==> src/rtl/control_pkg.sv <==
// Shared types and constants for the instruction sequencer: FSM states,
// opcodes, ALU function selects and register-file write-source selects.
package control_pkg;

    typedef enum logic [3:0] {
        S_INIT,
        S_FETCH,
        S_DECODE,
        S_NOOP,
        S_STORE,
        S_LOAD_A,
        S_LOAD_B,
        S_ALU,
        S_LOADC,
        S_JMPZ_A,
        S_JMPZ_B,
        S_HALT
    } state_t;

    typedef enum logic [3:0] {
        OP_NOOP  = 4'h0,
        OP_STORE = 4'h1,
        OP_LOAD  = 4'h2,
        OP_ADD   = 4'h3,
        OP_SUB   = 4'h4,
        OP_LOADC = 4'h5,
        OP_JMPZ  = 4'h6,
        OP_HALT  = 4'h7,
        OP_XOR   = 4'h8,
        OP_OR    = 4'h9,
        OP_AND   = 4'hA,
        OP_INC   = 4'hB
    } opcode_t;

    localparam logic [2:0] ALU_ZERO   = 3'd0;
    localparam logic [2:0] ALU_ADD    = 3'd1;
    localparam logic [2:0] ALU_SUB    = 3'd2;
    localparam logic [2:0] ALU_PASS_A = 3'd3;
    localparam logic [2:0] ALU_XOR    = 3'd4;
    localparam logic [2:0] ALU_OR     = 3'd5;
    localparam logic [2:0] ALU_AND    = 3'd6;
    localparam logic [2:0] ALU_INC    = 3'd7;

    localparam logic [1:0] RF_SRC_ALU   = 2'd0;
    localparam logic [1:0] RF_SRC_MEM   = 2'd1;
    localparam logic [1:0] RF_SRC_CONST = 2'd2;

    function automatic logic [2:0] alu_sel_for(input logic [3:0] op);
        case (op)
            OP_ADD:  return ALU_ADD;
            OP_SUB:  return ALU_SUB;
            OP_XOR:  return ALU_XOR;
            OP_OR:   return ALU_OR;
            OP_AND:  return ALU_AND;
            OP_INC:  return ALU_INC;
            default: return ALU_ZERO;
        endcase
    endfunction

endpackage

==> src/rtl/control_unit_pc_counter.sv <==
// Program counter: synchronous clear, increment, or add a sign-extended
// 8-bit offset; all updates wrap modulo 2**PC_W.
module pc_counter #(
    parameter int PC_W = 7
) (
    input  logic            clk,
    input  logic            rst,
    input  logic            clr_i,
    input  logic            inc_i,
    input  logic            load_rel_i,
    input  logic [7:0]      offset_i,
    output logic [PC_W-1:0] pc_o
);

    // Add at the wider of PC_W and 8 so the offset sign-extends before truncation.
    localparam int EW = (PC_W > 8) ? PC_W : 8;

    logic [PC_W-1:0] pc_q, pc_d;
    logic [EW-1:0]   rel_sum;

    assign rel_sum = EW'(pc_q) + EW'($signed(offset_i));

    always_comb begin
        pc_d = pc_q;
        if (clr_i) begin
            pc_d = '0;
        end else if (load_rel_i) begin
            pc_d = rel_sum[PC_W-1:0];
        end else if (inc_i) begin
            pc_d = pc_q + 1'b1;
        end
    end

    always_ff @(posedge clk or posedge rst) begin
        if (rst) begin
            pc_q <= '0;
        end else begin
            pc_q <= pc_d;
        end
    end

    assign pc_o = pc_q;

endmodule

==> src/rtl/control_unit.sv <==
// Instruction sequencer: fetch/decode/execute FSM plus IR. All datapath
// commands are Moore outputs of the registered state and IR.
module control_unit
    import control_pkg::*;
#(
    parameter int PC_W = 7
) (
    input  logic            clk,
    input  logic            reset,
    input  logic [15:0]     ir_data,
    input  logic            zero_flag,
    output logic [PC_W-1:0] pc,
    output logic            im_rd,
    output logic [7:0]      d_addr,
    output logic            d_rd,
    output logic            d_wr,
    output logic [3:0]      rf_ra_addr,
    output logic [3:0]      rf_rb_addr,
    output logic [3:0]      rf_w_addr,
    output logic            rf_w_en,
    output logic [1:0]      rf_src,
    output logic [7:0]      rf_const,
    output logic [2:0]      alu_sel,
    output logic            halted,
    output logic [3:0]      dbg_state
);

    state_t      state_q, state_d;
    logic [15:0] ir_q;

    logic [3:0]  op;
    logic [3:0]  f_hi, f_mid, f_lo;
    logic [7:0]  f_byte;

    assign op     = ir_q[15:12];
    assign f_hi   = ir_q[11:8];
    assign f_mid  = ir_q[7:4];
    assign f_lo   = ir_q[3:0];
    assign f_byte = ir_q[7:0];

    // Branch offset comes from the IR latched in DECODE; PC was already bumped there.
    pc_counter #(.PC_W(PC_W)) u_pc (
        .clk        (clk),
        .rst        (reset),
        .clr_i      (state_q == S_INIT),
        .inc_i      (state_q == S_DECODE),
        .load_rel_i ((state_q == S_JMPZ_B) && zero_flag),
        .offset_i   (f_byte),
        .pc_o       (pc)
    );

    always_ff @(posedge clk or posedge reset) begin
        if (reset) begin
            state_q <= S_INIT;
            ir_q    <= '0;
        end else begin
            state_q <= state_d;
            if (state_q == S_DECODE) begin
                ir_q <= ir_data;
            end
        end
    end

    always_comb begin
        state_d = state_q;
        case (state_q)
            S_INIT:   state_d = S_FETCH;
            S_FETCH:  state_d = S_DECODE;
            S_DECODE: begin
                case (ir_data[15:12])
                    OP_STORE: state_d = S_STORE;
                    OP_LOAD:  state_d = S_LOAD_A;
                    OP_ADD, OP_SUB, OP_XOR, OP_OR, OP_AND, OP_INC:
                              state_d = S_ALU;
                    OP_LOADC: state_d = S_LOADC;
                    OP_JMPZ:  state_d = S_JMPZ_A;
                    OP_HALT:  state_d = S_HALT;
                    default:  state_d = S_NOOP;
                endcase
            end
            S_LOAD_A: state_d = S_LOAD_B;
            S_JMPZ_A: state_d = S_JMPZ_B;
            S_HALT:   state_d = S_HALT;
            default:  state_d = S_FETCH;
        endcase
    end

    always_comb begin
        im_rd      = 1'b0;
        d_addr     = '0;
        d_rd       = 1'b0;
        d_wr       = 1'b0;
        rf_ra_addr = '0;
        rf_rb_addr = '0;
        rf_w_addr  = '0;
        rf_w_en    = 1'b0;
        rf_src     = RF_SRC_ALU;
        rf_const   = '0;
        alu_sel    = ALU_ZERO;
        halted     = 1'b0;
        case (state_q)
            S_FETCH: im_rd = 1'b1;
            S_STORE: begin
                rf_ra_addr = f_hi;
                alu_sel    = ALU_PASS_A;
                d_addr     = f_byte;
                d_wr       = 1'b1;
            end
            S_LOAD_A: begin
                d_addr = f_byte;
                d_rd   = 1'b1;
            end
            S_LOAD_B: begin
                d_addr    = f_byte;
                rf_src    = RF_SRC_MEM;
                rf_w_addr = f_hi;
                rf_w_en   = 1'b1;
            end
            S_ALU: begin
                rf_ra_addr = f_hi;
                rf_rb_addr = (op == OP_INC) ? 4'd0 : f_mid;
                alu_sel    = alu_sel_for(op);
                rf_src     = RF_SRC_ALU;
                rf_w_addr  = f_lo;
                rf_w_en    = 1'b1;
            end
            S_LOADC: begin
                rf_src    = RF_SRC_CONST;
                rf_const  = f_byte;
                rf_w_addr = f_hi;
                rf_w_en   = 1'b1;
            end
            S_JMPZ_A: begin
                rf_ra_addr = f_hi;
                alu_sel    = ALU_PASS_A;
            end
            S_HALT: halted = 1'b1;
            default: ;
        endcase
    end

    assign dbg_state = state_q;

endmodule

==> config.mk <==
export PLATFORM = sky130hd
export DESIGN_NAME = control_unit
export DESIGN_NICKNAME = d
export VERILOG_FILES = /design/src/rtl/control_pkg.sv /design/src/rtl/control_unit_pc_counter.sv /design/src/rtl/control_unit.sv
export SDC_FILE = /design/constraint.sdc
export NUM_CORES = 1
export LEC_CHECK = 0
export ABC_AREA = 1
export CELL_PAD_IN_SITES_DETAIL_PLACEMENT = 1
export CELL_PAD_IN_SITES_GLOBAL_PLACEMENT = 1
export CORE_ASPECT_RATIO = 1.1
export CORE_MARGIN = 8
export CORE_UTILIZATION = 32
export CTS_BUF_LIST = sky130_fd_sc_hd__clkbuf_16
export DETAILED_ROUTE_END_ITERATION = 8
export PLACE_DENSITY_LB_ADDON = 0.1
export RECOVER_POWER = 100
export SETUP_SLACK_MARGIN = 0.5
export SLEW_MARGIN = 0
export SYNTH_ARGS = -nofsm -noshare
export SYNTH_HDL_FRONTEND = slang
export SYNTH_SLANG_ARGS = --single-unit
==> constraint.sdc <==
create_clock -name clk -period 6.2 [get_ports clk]
set_clock_uncertainty 0.05 [all_clocks]
set_input_delay 1.55 -clock clk [delete_from_list [all_inputs] [get_ports clk]]
set_output_delay 1.55 -clock clk [all_outputs]
set_load 0.01 [all_outputs]
After elaboration in Yosys (flattened, before gate mapping). Memories as Yosys holds them, arrays and structs flattened. Index checks and enable logic that the tools add are counted.

Flip-flop bits (word level): 27. Memory bits (read-only): 64. Input bits: 19. Output and inout port bits: 49. Memories kept: 1.

Memory list: (no name shown) (words 16, bits a word 4, rd ports 1, clocked after Yosys merged registers in 0, write ports 0, RTL line control_unit.sv:70) `case (ir_data[15:12])`.

$add $sub $neg: 2. Equality and inequality tests: 16. Multiplexer cells: 18. Reduce and logical (&&, ||, !) cells: 8.

Operators by type and width (number): == test 4 bit, second input constant (8); 2-to-1 mux 7 bit (3); == test 4 x 3 -> 1 bit, second input constant (5); one-hot mux 4 bit (5 select lines) (1); one-hot mux 3 bit (6 select lines) (1); 2-to-1 mux 8 bit (2); 2-to-1 mux 4 bit (3); OR reduction 3 bit (3); == test 4 x 2 -> 1 bit, second input constant (2); one-hot mux 4 bit (2 select lines) (1); adder 7 x 1 -> 7 bit, second input constant (1); adder 7 bit (1); one-hot mux 3 bit (2 select lines) (1); 2-to-1 mux 1 bit (5); == test 4 x 1 -> 1 bit, second input constant (1); logical NOT 4 bit (1); one-hot mux 2 bit (2 select lines) (1); OR reduction 2 bit (2); nonzero test 3 bit (1); logical AND 1 bit (1).

Depth between registers and ports, before layout.
Depth after elaboration: 4. Gate-level depth with buffers: 15.

Cells and area by module. From an unflattened synthesis, not the netlist that was laid out.

Cell total of the unflattened synthesis: 287. Area, all modules: 1936.9 µm².

By module, submodules not included: control_unit (times used 1, cells an instance 191, area each 1308.8 µm², sequential area each 500.5 µm²); pc_counter (times used 1, cells an instance 96, area each 628.1 µm², sequential area each 175.2 µm²).

Least setup slack after synthesis. OpenSTA, ideal clock, no wires.

Path kind: in2reg. Start: input port zero_flag. End: register u_pc.pc_q[6] (netlist: u_pc.pc_o[6]). Library setup time: 0.117 ns. Arrival time: 2.950 ns. Data required time: 6.033 ns. Slack: 3.083 ns. Cell stages on the path: 12. Path buffers: 0. Cells stage by stage: nand3_1 nor2_4 inv_2 nor2_1 inv_1 fa_1 nor3_1 nor2_1 inv_1 nand2_1 nand3_1 nand2_1.

Word-level cells in the longest chain between the ends: 3.

RTL lines: start: declaration (RTL line control_unit.sv:11) `input logic zero_flag,`; logical AND 1 bit (*) (RTL line control_unit.sv:47) `.load_rel_i ((state_q == S_JMPZ_B) && zero_flag),`; 2-to-1 mux 7 bit (RTL line control_unit_pc_counter.sv:27) `end else if (load_rel_i) begin`; 2-to-1 mux 7 bit (RTL line control_unit_pc_counter.sv:25) `if (clr_i) begin`; end signal: assignment (RTL line control_unit_pc_counter.sv:38) `pc_q <= pc_d;`; end: declaration (RTL line control_unit_pc_counter.sv:18) `logic [PC_W-1:0] pc_q, pc_d;`.

Every way passes the cells marked *; elsewhere a longest branch is shown, timed or not. A chain may end at the register's enable or synchronous reset.

Final worst setup path.
Start: register state_q[3] (netlist: dbg_state[3]). End: output port alu_sel[0].

Word-level cells in the longest chain between the ends: 3.

RTL lines: start: declaration (RTL line control_unit.sv:28) `state_t state_q, state_d;`; start signal: assignment (RTL line control_unit.sv:57) `state_q <= state_d;`; == test 4 bit / == test 4 x 3 -> 1 bit (equally long branches) (RTL line control_unit.sv:101) `case (state_q)`; OR reduction 2 bit (no source line); one-hot mux 3 bit (2 select lines) (*) (RTL line control_unit.sv:101); end: declaration (RTL line control_unit.sv:23) `output logic [2:0] alu_sel,`.

Marked as above.

==> impl_metrics.py <==
metrics = {
    "outcome": {
        "status": "finished clean",
    },
    "timing": {
        "tns_ps": 0,
        "slew_headroom_pct": 28.63,
        "finalSetupViolCount": 0,
        "tightest_slew_ps": 1069,
        "hold_violations": 0,
        "rsz0062_at_grt": "no",
        "slew_viol_final": 0,
        "fin_crit_sh_pct": 63.64,
        "max_freq_mhz": 253.4,
        "finalWorstPathRequiredPeriod_ps": 3946,
        "holdWs_ps": 440.8,
    },
    "clock_tree": {
        "post_cts_buffers": 0,
        "ctsHoldBuffers": 0,
        "cts_tree": "built",
        "clk_pin_slew_ps": 70,
        "cts_resized": 0,
        "clockBufferDepth": 2,
        "cts_num_sinks": 27,
        "insertion_delay_ps": 260,
        "cts-root-buf": "clkbuf_16",
        "htree_levels": 1,
        "numCtsBuffers": 3,
    },
    "cells_and_area": {
        "n_antenna_cell": 0,
        "final_cells": 387,
        "area_growth_pct": 46.48,
        "drive_above_1_share_pct": 4.167,
        "layout_common_cells": "dlygate4sd3_1 (67), nand2_1 (59), inv_1 (43), nor2_1 (39), dfrtp_1 (27)",
        "final_nets": 342,
        "final_common_cell": "dlygate4sd3_1",
        "post-route-util_pct": 47.91,
    },
    "grt": {
        "grt-ovfl-total": 0,
        "grt_pass1_vias": 2001,
        "antenna_found_initial": 0,
        "gr-usage-all-layers_pct": 14.83,
        "grt_pass1_wl_um": 9591,
        "grt_max_degree": 30,
    },
    "placement": {
        "io_buffers": 67,
        "place_hpwl_um": 4776,
        "place_inst": 383,
        "place_congestion": 0.8631,
    },
    "synthesis": {
        "synth.yosys.seq_area_share_pct": 38.79,
        "syn-num-nets": 274,
        "ys_warn_count": 0,
        "synthArstFlopShare_pct": 100.0,
        "syn_avg_cell_area_um2": 7.109,
        "netlist_area_um2": 1742,
        "synthCells": 245,
        "synthDistinctLibCells": 28,
        "synth_top_area_share_pct": 38.79,
        "synth_area_leaders": "dfrtp_1 (39%), nand2_1 (13%), inv_1 (9.1%)",
        "synth_edf_count": 0,
        "yosys.area.top_type": "dfrtp_1",
        "ys.flop_type": "dfrtp_1",
        "synth_seq_cells": 27,
    },
    "setup_path": {
        "critical_path.max_stage_delay_ps": 660,
        "cp.arrival_ps": 2350,
        "required_ps": 4600,
        "cp_slowest_cell": "dlygate4sd3_1",
        "path_cells": "nor2_1 > nand3_1 > o41ai_1 > dlygate4sd3_1",
        "worstPathMaxFanout": 13,
        "start_kind": "flip-flop",
        "worst_setup_path_end_kind": "primary output",
        "reg2regPathDepth": 13,
        "rrSetupSlack_ps": 3630,
        "worstReg2RegEnd": "u_pc.pc_o[6]$_DFFE_PP0P_",
        "worstReg2RegStart": "dbg_state[0]$_DFF_PP0_",
        "critPathKind": "flip-flop to primary output",
    },
    "routing": {
        "finalWirelength_um": 5710,
        "num_vias": 1791,
        "drt-initial-drc-count": 33,
        "wl_per_cell_um": 14.75,
        "drc_errors": 0,
        "vias_per_cell": 4.628,
        "dr.pass1.iters": 4,
        "ant_nets": 0,
    },
    "floorplanning": {
        "die_h_um": 93.38,
        "io_pins": 68,
        "initial_core_util_pct": 32.71,
        "rows": 28,
        "fp.dieW_um": 86.34,
        "core-area_um2": 5325,
        "fp.dieArea_um2": 8062,
    },
    "power_and_ir_drop": {
        "power.total_mw": 0.9044,
        "leakage_nw": 1.374,
        "powerDensity_nw_per_um2": 354.5,
        "vdd_drop_max_v": 0.0001756,
    },
    "hold_path": {
        "min-delay-path-class": "flip-flop to flip-flop",
        "min_to": "ir_q[12]$_DFFE_PP0P_",
        "hp-start": "ir_q[12]$_DFFE_PP0P_",
        "holdPathStages": 2,
    },
    "job": {
        "maxCapViolCount": 0,
    },
}
[cell type report]
| class | instances | area [µm²] |
|---|---|---|
| well taps | 75 | 93.84 |
| flip-flops and latches | 27 | 675.6 |
| inverters | 45 | 168.9 |
| multi-input cells | 169 | 862.1 |
| repair buffers | 67 | 670.6 |
| fillers | 691 | 2774 |
| clock buffers | 3 | 75.07 |
| clock inverters | 1 | 5.005 |
[cell usage after synthesis (2+ instances only)]
library cell  number
a21oi_1            5
dfrtp_1           27
ha_1               9
inv_1             42
inv_2              3
nand2_1           59
nand3_1            8
nand4_1            2
nor2_1            38
nor2_4             2
nor3_1             8
o21ai_0           20
o22ai_1            5
or2_2              2
xor2_1             2
[cells by family (layout without fill, tap and decap cells)]
group	after synthesis	after routing	share of synthesized area [%]
buffers and inverters	49	116	11.28
adder cells (fa/ha/maj)	10	10	7.615
flip-flops	27	27	38.79
AND/OR/NAND/NOR	121	121	29.24
AO/OA/AOI/OAI	36	36	12.07
XOR/XNOR	2	2	1.006
[critical path, delay by kind of cell (launching register included)]
family,cells,cell delay [ps]
AOI/OAI and AO/OA,1,410
DFF,1,430
buffers and inverters,1,660
and+or+nand+nor,2,580
[worst max-delay path by stage]
stage,start,endpoint,cells after the start
after floorplan,zero_flag,u_pc.pc_o[6]$_DFFE_PP0P_,12
after global placement,zero_flag,u_pc.pc_o[6]$_DFFE_PP0P_,13
after detailed placement,zero_flag,u_pc.pc_o[6]$_DFFE_PP0P_,13
after CTS,dbg_state[3]$_DFF_PP0_,alu_sel[0],4
after global routing,dbg_state[3]$_DFF_PP0_,alu_sel[0],4
final,dbg_state[3]$_DFF_PP0_,alu_sel[0],4
[flip-flops by register name, indices dropped and copies added, names as in the netlist]
name,count
ir_q,16
u_pc.pc_o,7
dbg_state,4
[routing by layer]
metal	global-route usage, %	part of all wire, %	wire, µm
met4	4.598	1.1	61
met1	16.28	43	2452
met5	0	0	0
met2	28.55	53	3040
met3	1.754	2.7	155
[power by group]
part	internal (mW)	switching (mW)
clock	0.0871	0.0616
combinational	0.168	0.289
sequential	0.248	0.0508
total	0.503	0.401
[metrics by stage]
| step | area, µm² | setup WS (ps) |
|---|---|---|
| 2_1_floorplan | 1742 | 3083 |
| 3_3_place_gp | 2479 | 2533 |
| 3_5_place_dp | 2479 | 2452 |
| 4_1_cts | 2559 | 2242 |
| 5_1_grt | 2551 | 2048 |
| 6_report | 2551 | 2254 |
(Power assumes the default switching activity.)
